[src/rtl/seq_div_unit.sv]
// seq_div_unit: sequential restoring divider, one quotient bit per clock.
// Flow: IDLE -> CHECK -> ITER x WIDTH -> DONE. A zero divisor skips ITER
// and reports div_zero.
// Optional build macro SEQ_DIV_SIGNED_EN adds the sgn port and
// two's-complement handling (truncation toward zero). Latency is the same
// in both builds.
module seq_div_unit #(
  parameter int WIDTH = 8
) (
  input  logic             clk,
  input  logic             reset,
  input  logic             start,
`ifdef SEQ_DIV_SIGNED_EN
  input  logic             sgn,
`endif
  input  logic [WIDTH-1:0] dividend,
  input  logic [WIDTH-1:0] divisor,
  output logic [WIDTH-1:0] quotient,
  output logic [WIDTH-1:0] remainder,
  output logic             busy,
  output logic             done,
  output logic             div_zero
);

  localparam int CW = $clog2(WIDTH);
  localparam logic [CW-1:0] CNT_LAST = CW'(WIDTH - 1);

  typedef enum logic [1:0] {
    S_IDLE,
    S_CHECK,
    S_ITER,
    S_DONE
  } state_t;

  state_t state, state_nxt;

  logic [WIDTH-1:0] n_q, d_q;     // operands captured on an accepted start
  logic [WIDTH-1:0] rem_q;        // partial remainder
  logic [WIDTH-1:0] shreg_q;      // dividend bits shifting out, quotient bits in
  logic [CW-1:0]    cnt_q;

  logic             accept;
  logic [WIDTH-1:0] n_mag, d_mag;
  logic [WIDTH:0]   shifted, trial;
  logic             q_bit;
  logic [WIDTH-1:0] rem_nxt, q_raw, q_fin, r_fin;

  // A new request is only looked at when no operation is in flight.
  assign accept = start && (state == S_IDLE || state == S_DONE);

`ifdef SEQ_DIV_SIGNED_EN
  logic sgn_q;
  logic n_neg, d_neg;

  // Operand signs and magnitudes; the core only ever divides magnitudes.
  always_comb begin
    n_neg = sgn_q & n_q[WIDTH-1];
    d_neg = sgn_q & d_q[WIDTH-1];
    n_mag = n_neg ? -n_q : n_q;
    d_mag = d_neg ? -d_q : d_q;
  end

  // Quotient is negative when signs differ; remainder follows the dividend.
  always_comb begin
    q_fin = (n_neg ^ d_neg) ? -q_raw : q_raw;
    r_fin = n_neg ? -rem_nxt : rem_nxt;
  end
`else
  // Unsigned build: operands are already magnitudes.
  always_comb begin
    n_mag = n_q;
    d_mag = d_q;
    q_fin = q_raw;
    r_fin = rem_nxt;
  end
`endif

  // One restoring step: shift in the next dividend bit and trial-subtract.
  // The subtraction is WIDTH+1 bits wide, so its top bit is the borrow.
  // Because rem_q < d_mag, it is set exactly when shifted < d_mag.
  always_comb begin
    shifted = {rem_q, shreg_q[WIDTH-1]};
    trial   = shifted - {1'b0, d_mag};
    q_bit   = ~trial[WIDTH];
    rem_nxt = q_bit ? trial[WIDTH-1:0] : shifted[WIDTH-1:0];
    q_raw   = {shreg_q[WIDTH-2:0], q_bit};
  end

  // State register.
  always_ff @(posedge clk or posedge reset) begin
    if (reset) state <= S_IDLE;
    else       state <= state_nxt;
  end

  // Next-state logic and status outputs.
  always_comb begin
    // NOTE: every variable gets a default first so no path can infer a latch.
    state_nxt = state;
    busy      = 1'b0;
    done      = 1'b0;
    case (state)
      S_IDLE: begin
        if (start) state_nxt = S_CHECK;
      end
      S_CHECK: begin
        busy      = 1'b1;
        state_nxt = (d_q == '0) ? S_DONE : S_ITER;
      end
      S_ITER: begin
        busy = 1'b1;
        if (cnt_q == '0) state_nxt = S_DONE;
      end
      S_DONE: begin
        done      = 1'b1;
        state_nxt = start ? S_CHECK : S_IDLE;
      end
      default: state_nxt = S_IDLE;
    endcase
  end

  // Datapath: capture operands, run the iteration, publish results on DONE entry.
  always_ff @(posedge clk or posedge reset) begin
    if (reset) begin
      n_q       <= '0;
      d_q       <= '0;
      rem_q     <= '0;
      shreg_q   <= '0;
      cnt_q     <= '0;
      quotient  <= '0;
      remainder <= '0;
      div_zero  <= 1'b0;
`ifdef SEQ_DIV_SIGNED_EN
      sgn_q     <= 1'b0;
`endif
    end else begin
      // NOTE: non-blocking so every register here sees pre-edge values.
      if (accept) begin
        n_q      <= dividend;
        d_q      <= divisor;
        div_zero <= 1'b0;
`ifdef SEQ_DIV_SIGNED_EN
        sgn_q    <= sgn;
`endif
      end
      case (state)
        S_CHECK: begin
          if (d_q == '0) begin
            quotient  <= '1;
            remainder <= n_q;
            div_zero  <= 1'b1;
          end else begin
            rem_q   <= '0;
            shreg_q <= n_mag;
            cnt_q   <= CNT_LAST;
          end
        end
        S_ITER: begin
          rem_q   <= rem_nxt;
          shreg_q <= q_raw;
          if (cnt_q == '0) begin
            quotient  <= q_fin;
            remainder <= r_fin;
          end else begin
            cnt_q <= cnt_q - CW'(1);
          end
        end
        default: ;
      endcase
    end
  end

endmodule
[config.mk]
export PLATFORM = sky130hd
export DESIGN_NAME = seq_div_unit
export DESIGN_NICKNAME = d
export VERILOG_FILES = /design/src/rtl/seq_div_unit.sv
export SDC_FILE = /design/constraint.sdc
export NUM_CORES = 1
export LEC_CHECK = 0
export CELL_PAD_IN_SITES_DETAIL_PLACEMENT = 1
export CELL_PAD_IN_SITES_GLOBAL_PLACEMENT = 1
export CORE_UTILIZATION = 46
export CTS_BUF_LIST = sky130_fd_sc_hd__clkbuf_16
export CTS_CLUSTER_SIZE = 20
export DETAILED_ROUTE_END_ITERATION = 7
export DONT_BUFFER_PORTS = 1
export HOLD_SLACK_MARGIN = 0.08
export PLACE_DENSITY_LB_ADDON = 0.05
export SLEW_MARGIN = 20
export SYNTH_ARGS = -nofsm -noshare
export SYNTH_HDL_FRONTEND = slang
export SYNTH_SLANG_ARGS = --single-unit
[constraint.sdc]
create_clock -name clk -period 2.8 [get_ports clk]
set_input_delay 0.56 -clock clk [delete_from_list [all_inputs] [get_ports clk]]
set_output_delay 0.56 -clock clk [all_outputs]
set_load 0.005 [all_outputs]
==> metrics list, run 1 <==
* Detail Placement HPWL: 4987 um
- The worst pin sits at a relative slew slack of 52.18%.
- Slack of the worst reg-to-reg path: about 0.16 ns
* Maximum level of the CTS H-tree: 2
- Total vias in the final route: 2098
- Number of detailed-route iterations in the first pass: 6
* Diode insertion count for antenna repair: 0
* Mean instance size in the synthesized netlist: 9.883 um2
* Tot Pwr: 4107 uW
- Derived from the worst setup path, the maximum achievable clock frequency is 0.3782 GHz.
- Effective utilization at floorplan: 47.74%
- Power per Cell Area: 1307 mW/mm2
- The clock passes through at most 2 buffers.
- Counting every net in the synthesized netlist gives around 320.
- Synth area leader: dfrtp_1
- Routability cong.: 0.8305
- Worst hold path class: primary input to async pin
* Final number of max-transition violations: 0
- The region available for standard cell placement spans just under 0.006 mm2.
* Cell Rows: 28
* Growth of design area from synthesis to finish: 11.16%
* Area share of the leading cell type in the synthesized netlist: 47.81%
- Setup violators final: 0
* Number of buffers inserted during clock tree synthesis: 5
* Post-synthesis cell count: 286
- Total wire length: 6823 um
* Clock root buffer: clkbuf_16
- Full die area: 0.006462 mm2
- Critical setup path kind: register to register
- The worst setup path is launched from a register.
- Setup Skew: 0.008300 ns
* Maximum fanout along the worst path: 9
- TritonCTS built the clock tree.
- Reg clk slew, reported paths: 0.07 ns
- Ys Warns: 0
- Fraction of final layout cells with drive strength greater than 1: 13.36%
- The worst register-to-register path has a depth of 11.
- Count of routing violations after the opening detailed-route iteration: 66
- Horizontal die dimension: 80.39 um
- Port Buffer Count: 0
- The total count of hold-check failures in the final report is 0.
* Worst reg2reg startpoint: shreg_q[7]$_DFFE_PP0P_
- The number of global-route vias before repair came to 2207.
- Critical path origin: shreg_q[7]$_DFFE_PP0P_
- Syn Std Cell Area: 0.002826 mm2
* Worst Tran Pin Value: 0.7163 ns
- Final worst-path cycle share: 94.44%
- Leak: 0.001378 uW
- Overall global routing resource usage: 23.52%
* Library cells used by synthesis: 41
- Flip-flop and latch count after synthesis: 54
- Clock latency on the worst-skew pair, taken at its later pin, is 0.29 ns.
* Reported max-cap violation count: 0
- Global routing finished with a remaining overflow of 0.
* Net total in the final layout: around 330
- After detailed routing, the number of remaining DRC violations is 0.
* Number of vias per cell after detailed routing: approximately 5.7
* Max rail drop VDD: 670.6 uV
- Io pins: 38
- Sinks on Clock Net: 54
- Biggest area contributors in the synthesized netlist: dfrtp_1, ha_1, o21ai_0
- First-pass GRT wire length: 11250 um
- The initial antenna violation count is 0.
* Required time worst endpoint: roughly 3 ns
* Crit. End Element: register
* Part of the Yosys area used for sequential elements: 47.81%
- FF-to-FF End: remainder[7]$_DFFE_PP0P_
- For the worst setup path, the data arrival time is about 2.9 ns.
* Maximum number of pins on one net before global-route repair: 34
- Number of buffers added to fix hold violations after cts: 0
- On the final layout, the worst hold slack is 0.2580 ns.
* Die Ht: 80.39 um
- Result of the run: finished, final reports clean
- Remaining number of nets flagged by the antenna check after routing: 0
- After detailed routing, the average wire length per cell comes to 18.59 um.
- Minimum clock period after layout: 2.644 ns
[metal layers]
layer | GRT usage (%) | vias to the layer above | routed length (um)
met5 | 0 | - | 0
met4 | 7.143 | 0 | 93
met3 | 3.750 | 8 | 208
met2 | 39.41 | 34 | 3392
met1 | 31.04 | 1049 | 3128
li1 | - | 1007 | -
[report_power, final]
group / total [uW] / switching (uW) / leakage, uW / internal, uW
sequential: 1380 / 266 / 0.000630 / 1120
clock: 606 / 280 / 0.0000619 / 327
combinational: 2120 / 1180 / 0.000685 / 936
total: 4110 / 1730 / 0.00138 / 2380
[sequential cells by signal, summed over array words and instances, names as in the netlist]
signal	count
state	2
shreg_q	8
remainder	8
div_zero	1
cnt_q	3
d_mag	8
n_mag	8
quotient	8
rem_q	8
[what timing repair did]
item,4_1_cts,5_1_grt
pin swaps,2,1
resized for setup,0,3
setup endpoints to repair,3,10
endpoints found under the hold margin,0,0
buffers inserted,3,0
[cell usage in the layout (no fill, tap or decap), types with 2 or more instances in the layout]
master      netlist  layout
xor2_1            2       2
nand3_1           4       4
a31oi_1           3       3
clkinvlp_4        0       2
nand2_1          30      30
buf_12            0       2
o22ai_1           7       7
o2111ai_1         2       2
dfrtp_1          54      54
o21ai_0          32      32
o211ai_1          2       2
mux2i_1          13      12
a21o_1            2       2
ha_1             15      15
clkbuf_16         0       5
nor2_1            7       7
xnor2_1           3       3
nor3_1            3       3
mux2_1            2       2
o21ai_1           9       9
a21oi_1          21      21
buf_4             0      12
mux2_2           10      10
nand4_1           4       4
inv_1            24      23
o21bai_1          3       3
nand2b_1          3       3
nor2b_1           3       2
[cells in the mapped netlist]
| cell type | count |
|---|---|
| nand2b_1 | 3 |
| nand4b_1 | 1 |
| o21ai_0 | 32 |
| o21ai_1 | 9 |
| dfrtp_1 | 54 |
| nand2_1 | 30 |
| mux2_2 | 10 |
| nand3_1 | 4 |
| ha_1 | 15 |
| xor2_1 | 2 |
| mux2i_1 | 13 |
| fa_1 | 1 |
| nor2b_1 | 3 |
| nor3_2 | 1 |
| a2111oi_0 | 1 |
| nor2_1 | 7 |
| o211ai_1 | 2 |
| buf_1 | 2 |
| a211oi_2 | 1 |
| o21bai_1 | 3 |
| a21o_1 | 2 |
| mux2_1 | 2 |
| o2111ai_1 | 2 |
| buf_6 | 1 |
| inv_1 | 24 |
| a2111oi_4 | 1 |
| or3b_2 | 1 |
| nor4b_1 | 1 |
| o21a_1 | 1 |
| a32o_1 | 1 |
| o22ai_1 | 7 |
| nand4_1 | 4 |
| a31oi_1 | 3 |
| and2_1 | 1 |
| xnor2_1 | 3 |
| a21boi_1 | 1 |
| a22oi_1 | 1 |
| a21oi_1 | 21 |
| nor3_1 | 3 |
| buf_2 | 1 |
| clkbuf_1 | 11 |
[area by class of cell]
class,count,area [um2]
clock buffer,5,125.1
clock inverter,2,15.01
inverter,24,90.09
fill,668,2779
timing repair buffer,14,130.1
sequential,54,1351
multi-input combinational,193,1336
tap,75,93.84
[kinds of logic (layout without fill, tap and decap cells)]
logic type	Yosys count	after routing	share of synthesized area (%)
AO/OA/AOI/OAI	88	88	18.55
XOR/XNOR	5	5	1.550
adder cells (fa/ha/maj)	16	16	7.348
AND/OR/NAND/NOR	59	59	9.872
flip-flops	54	54	47.81
buffers and inverters	39	45	5.489
multiplexers	25	25	9.385
[critical path: stages (launching register included)]
cell	delay, ns
dfrtp_1	0.39
inv_1	0.08
ha_1	0.16
inv_1	0.06
fa_2	0.39
a211oi_4	0.27
nor3_2	0.09
mux2i_2	0.24
a2111oi_4	0.06
buf_12	0.16
or3b_2	0.48
o211ai_1	0.18
[worst max-delay path by stage]
stage / endpoint / slack (ns) / depth (start not counted)
4_1_cts: remainder[7]$_DFFE_PP0P_ / 0.02 / 11
3_3_place_gp: remainder[0]$_DFFE_PP0P_ / 0.13 / 11
5_1_grt: remainder[7]$_DFFE_PP0P_ / -0.0006 / 11
2_1_floorplan: remainder[0]$_DFFE_PP0P_ / 0.21 / 11
3_5_place_dp: remainder[0]$_DFFE_PP0P_ / -0.004 / 11
6_report: remainder[7]$_DFFE_PP0P_ / 0.16 / 11
[through the flow]
step           std cells  setup TNS, ns  setup WS, ns  utilization [%]  instance area, um2
2_1_floorplan        286              0        0.2051                -                2826
3_3_place_gp         357              0        0.1257            50.08                2965
3_5_place_dp         357      -0.003955     -0.003955            50.08                2965
4_1_cts              367              0       0.02164            52.83                3128
5_1_grt              367     -0.0005538    -0.0005538            53.06                3142
6_report             367              0        0.1556            53.06                3142
(Power assumes the default switching activity.)
==> run 2, diff against run 1 <==
- CELL_PAD_IN_SITES_DETAIL_PLACEMENT: 1 -> default
- CELL_PAD_IN_SITES_GLOBAL_PLACEMENT: 1 -> default
==> run 2 against run 1 <==
Effect of this change:
- non-clock buffer count fell by 3
- sequential cell count did not move
- maximum frequency barely moved
- sequential share of layout area did not move
- critical path depth did not move
- worst setup slack improved by 0.0014 ns
- sequential power barely moved
- power fell by 0.53%
- via count fell by 2.0%
- clock skew fell by 0.0015 ns
- critical endpoint unchanged
- clock-buffer cell count did not move
==> metrics list, run 2 (same netlist as run 1, synthesis figures left out) <==
- Result of the run: finished, final reports clean (unchanged)
- The transition time of the tightest slew-check pin was 0.6486 ns (was 0.7163 ns).
- Worst hold path class: primary input to async pin (unchanged)
- The die outline width was 80.39 um (unchanged).
* Critical path startpoint category: register (unchanged)
- Total wire length: 6199 um (was 6823 um)
- The number of iterations in the first detailed-routing pass came to 4 (was 6).
* Detail Placement HPWL: 4398 um (was 4987 um)
* Headroom to the max-slew limit: 56.56% (was 52.18%)
* Full die area: 0.006462 mm2 (unchanged)
- Highest achievable clock rate: 0.3784 GHz (was 0.3782 GHz)
- Minimum clock period after layout: 2.643 ns (was 2.644 ns)
- The initial antenna violation count was 0 (unchanged).
- Maximum number of pins on one net before global-route repair: 32 (was 34)
- The fraction of the cycle the final worst path needs was 94.39% (was 94.44%).
- Port Buffer Count: 0 (unchanged)
* Remaining number of nets flagged by the antenna check after routing: 0 (unchanged)
- Highest metal layer used by the detailed router: met4 (unchanged)
* Total congestion overflow: 0 (unchanged)
- Maximum fanout along the worst path: 5 (was 9)
- Sinks on Clock Net: 54 (unchanged)
- Max rail drop VDD: 581.4 uV (was 670.6 uV)
- Power per Cell Area: 1300 mW/mm2 (was 1307 mW/mm2)
* Required time worst endpoint: 3.01 ns (about the same)
* Reported max-cap violation count: 0 (unchanged)
- The I/O pin total came to 38 (unchanged).
- Total vias in the final route: 2056 (was 2098)
- The arrival time reported for the critical path endpoint came to 2.85 ns (about the same).
* Most common library cell in the layout ignoring fill and taps: dfrtp_1 (unchanged)
- DR DRC count: 0 (unchanged)
* Critical setup path kind: register to register (unchanged)
- The number of buffers inserted during clock tree synthesis came to 5 (unchanged).
- The last weighted congestion value of the routability-driven placer came to 0.7690 (was 0.8305).
- The detailed-routing wirelength on met1 was 2983 um (was 3128 um).
- The total count of hold-check failures in the final report was 0 (unchanged).
- The final-stage net count was 324 (was 327).
- Final number of max-transition violations: 0 (unchanged)
- Crit. End Element: register (unchanged)
* Placeable core area: 0.005921 mm2 (unchanged)
- The number of H-tree branching levels is 2 (unchanged).
- Max clock buf depth: 2 (unchanged)
* Leak: 0.001380 uW (was 0.001378 uW)
- Count of routing violations after the opening detailed-route iteration: 59 (was 66)
- The average wire length per cell after detail routing is 16.98 um (was 18.59 um).
- The met2 layer wire length in the routed design is 2948 um (was 3392 um).
- Cell Rows: 28 (unchanged)
- Effective utilization at floorplan: 47.74% (unchanged)
- TritonCTS clock tree: yes (unchanged)
- The sum of met3 wire segment lengths after detailed routing was 187 um (was 208 um).
- The final antenna diode count was 0 (unchanged).
- The proportion of layout cells with a drive suffix above 1 is 13.10% (was 13.36%).
- First-pass GRT wire length: 10250 um (was 11250 um)
* Reg clk slew, reported paths: 0.07 ns (about the same)
* Number of vias per cell after detailed routing: 5.633 (was 5.717)
- Insertion delay to the later sink of the worst-skew pair: 0.29 ns (about the same)
- Number of buffers added to fix hold violations after cts: 0 (unchanged)
* Tot Pwr: 4086 uW (was 4107 uW)
- Growth of design area from synthesis to finish: 11.16% (unchanged)
- Setup violators final: 0 (unchanged)
- The worst clock skew was 0.006832 ns (was 0.008300 ns).
* Via count of the first global-routing pass: 2061 (was 2207)
* Most frequent cells in the layout: dfrtp_1, o21ai_0, nand2_1, inv_1, a21oi_1 (unchanged)
- The clock tree root buffer cell is clkbuf_16 (unchanged).
* Overall global routing resource usage: 21.56% (was 23.52%)
- Number of fillers in the final layout: 552 (was 668)
- Die Ht: 80.39 um (unchanged)
* Total negative slack: 0 ns (unchanged)
run 2: changes by cell type in the layout (fill, tap and decap cells not counted), sizes merged:
cell,previous run,this run
buf,14,11
bufinv,0,1
clkinvlp,2,0
inv,24,26
run 2: critical path, stage by stage (launching register included):
cell and delay (ns):
dfrtp_1 0.38, inv_1 0.07, ha_2 0.18, inv_1 0.06, fa_2 0.39, a211oi_4 0.25
nor3_2 0.08, mux2i_2 0.24, a2111oi_4 0.06, buf_4 0.18, or3b_2 0.48, o211ai_1 0.18
run 2: area by class of cell:
class	count	area [um2]	share of cell area, %
Timing Repair Buffer	11	95.09	3.027
Clock buffer	5	125.1	3.982
Clock inverter	3	47.55	1.513
Inverter	24	90.09	2.867
Tap cell	75	93.84	2.987
Sequential cell	54	1351	43.01
Multi-Input combinational cell	193	1339	42.61
run 2: report_power, final:
group,internal [uW],switching [uW],total [uW]
clock network,429,293,722
registers,1120,245,1360
logic,866,1140,2000
run 2: timing repair:
item | 4_1_cts | 5_1_grt
endpoints found under the setup margin | 2 | 16
pin swaps | 1 | 2
gates resized for setup | 1 | 3
setup buffers | 1 | 1
run 2: metrics by stage:
step                area (um2)  setup WS [ns]  util (%)  cells  hold WS, ns
floorplan                 2826         0.2051         -    286       0.4498
global placement          2938        0.07369     49.62    355       0.4771
detailed placement        2938        0.02966     49.62    355       0.4820
CTS                       3120       0.009171     52.71    364       0.2200
global route              3142       -0.02235     53.06    365       0.2370
finish                    3142         0.1571     53.06    365       0.1938
run 2: worst paths after layout:
kind,startpoint,end,slack [ns],depth (start not counted)
worst max-delay path,shreg_q[7]$_DFFE_PP0P_,remainder[7]$_DFFE_PP0P_,0.16,11
worst max register to register,shreg_q[7]$_DFFE_PP0P_,remainder[7]$_DFFE_PP0P_,0.16,11
min in group clk,divisor[3],d_mag[3]$_DFFE_PP0P_,0.38,2
max in group asynchronous,reset,d_mag[3]$_DFFE_PP0P_,2.06,2
worst min-delay path,reset,quotient[5]$_DFFE_PP0P_,0.19,1
worst min register to register,shreg_q[5]$_DFFE_PP0P_,shreg_q[5]$_DFFE_PP0P_,0.50,2
run 2: per-layer routing:
metal	GRT usage [%]	up-vias
met1	27.75	1000
met5	0	-
met3	3.864	7
met4	6.964	0
li1	-	1012
met2	36.44	37
==> run 3, diff against run 2 <==
- ABC_CLOCK_PERIOD_IN_PS: default -> 2800
- SLEW_MARGIN: 20 -> default
==> results of run 3 <==
Same layout as run 2: the final DEF is identical, and so are final timing and power.
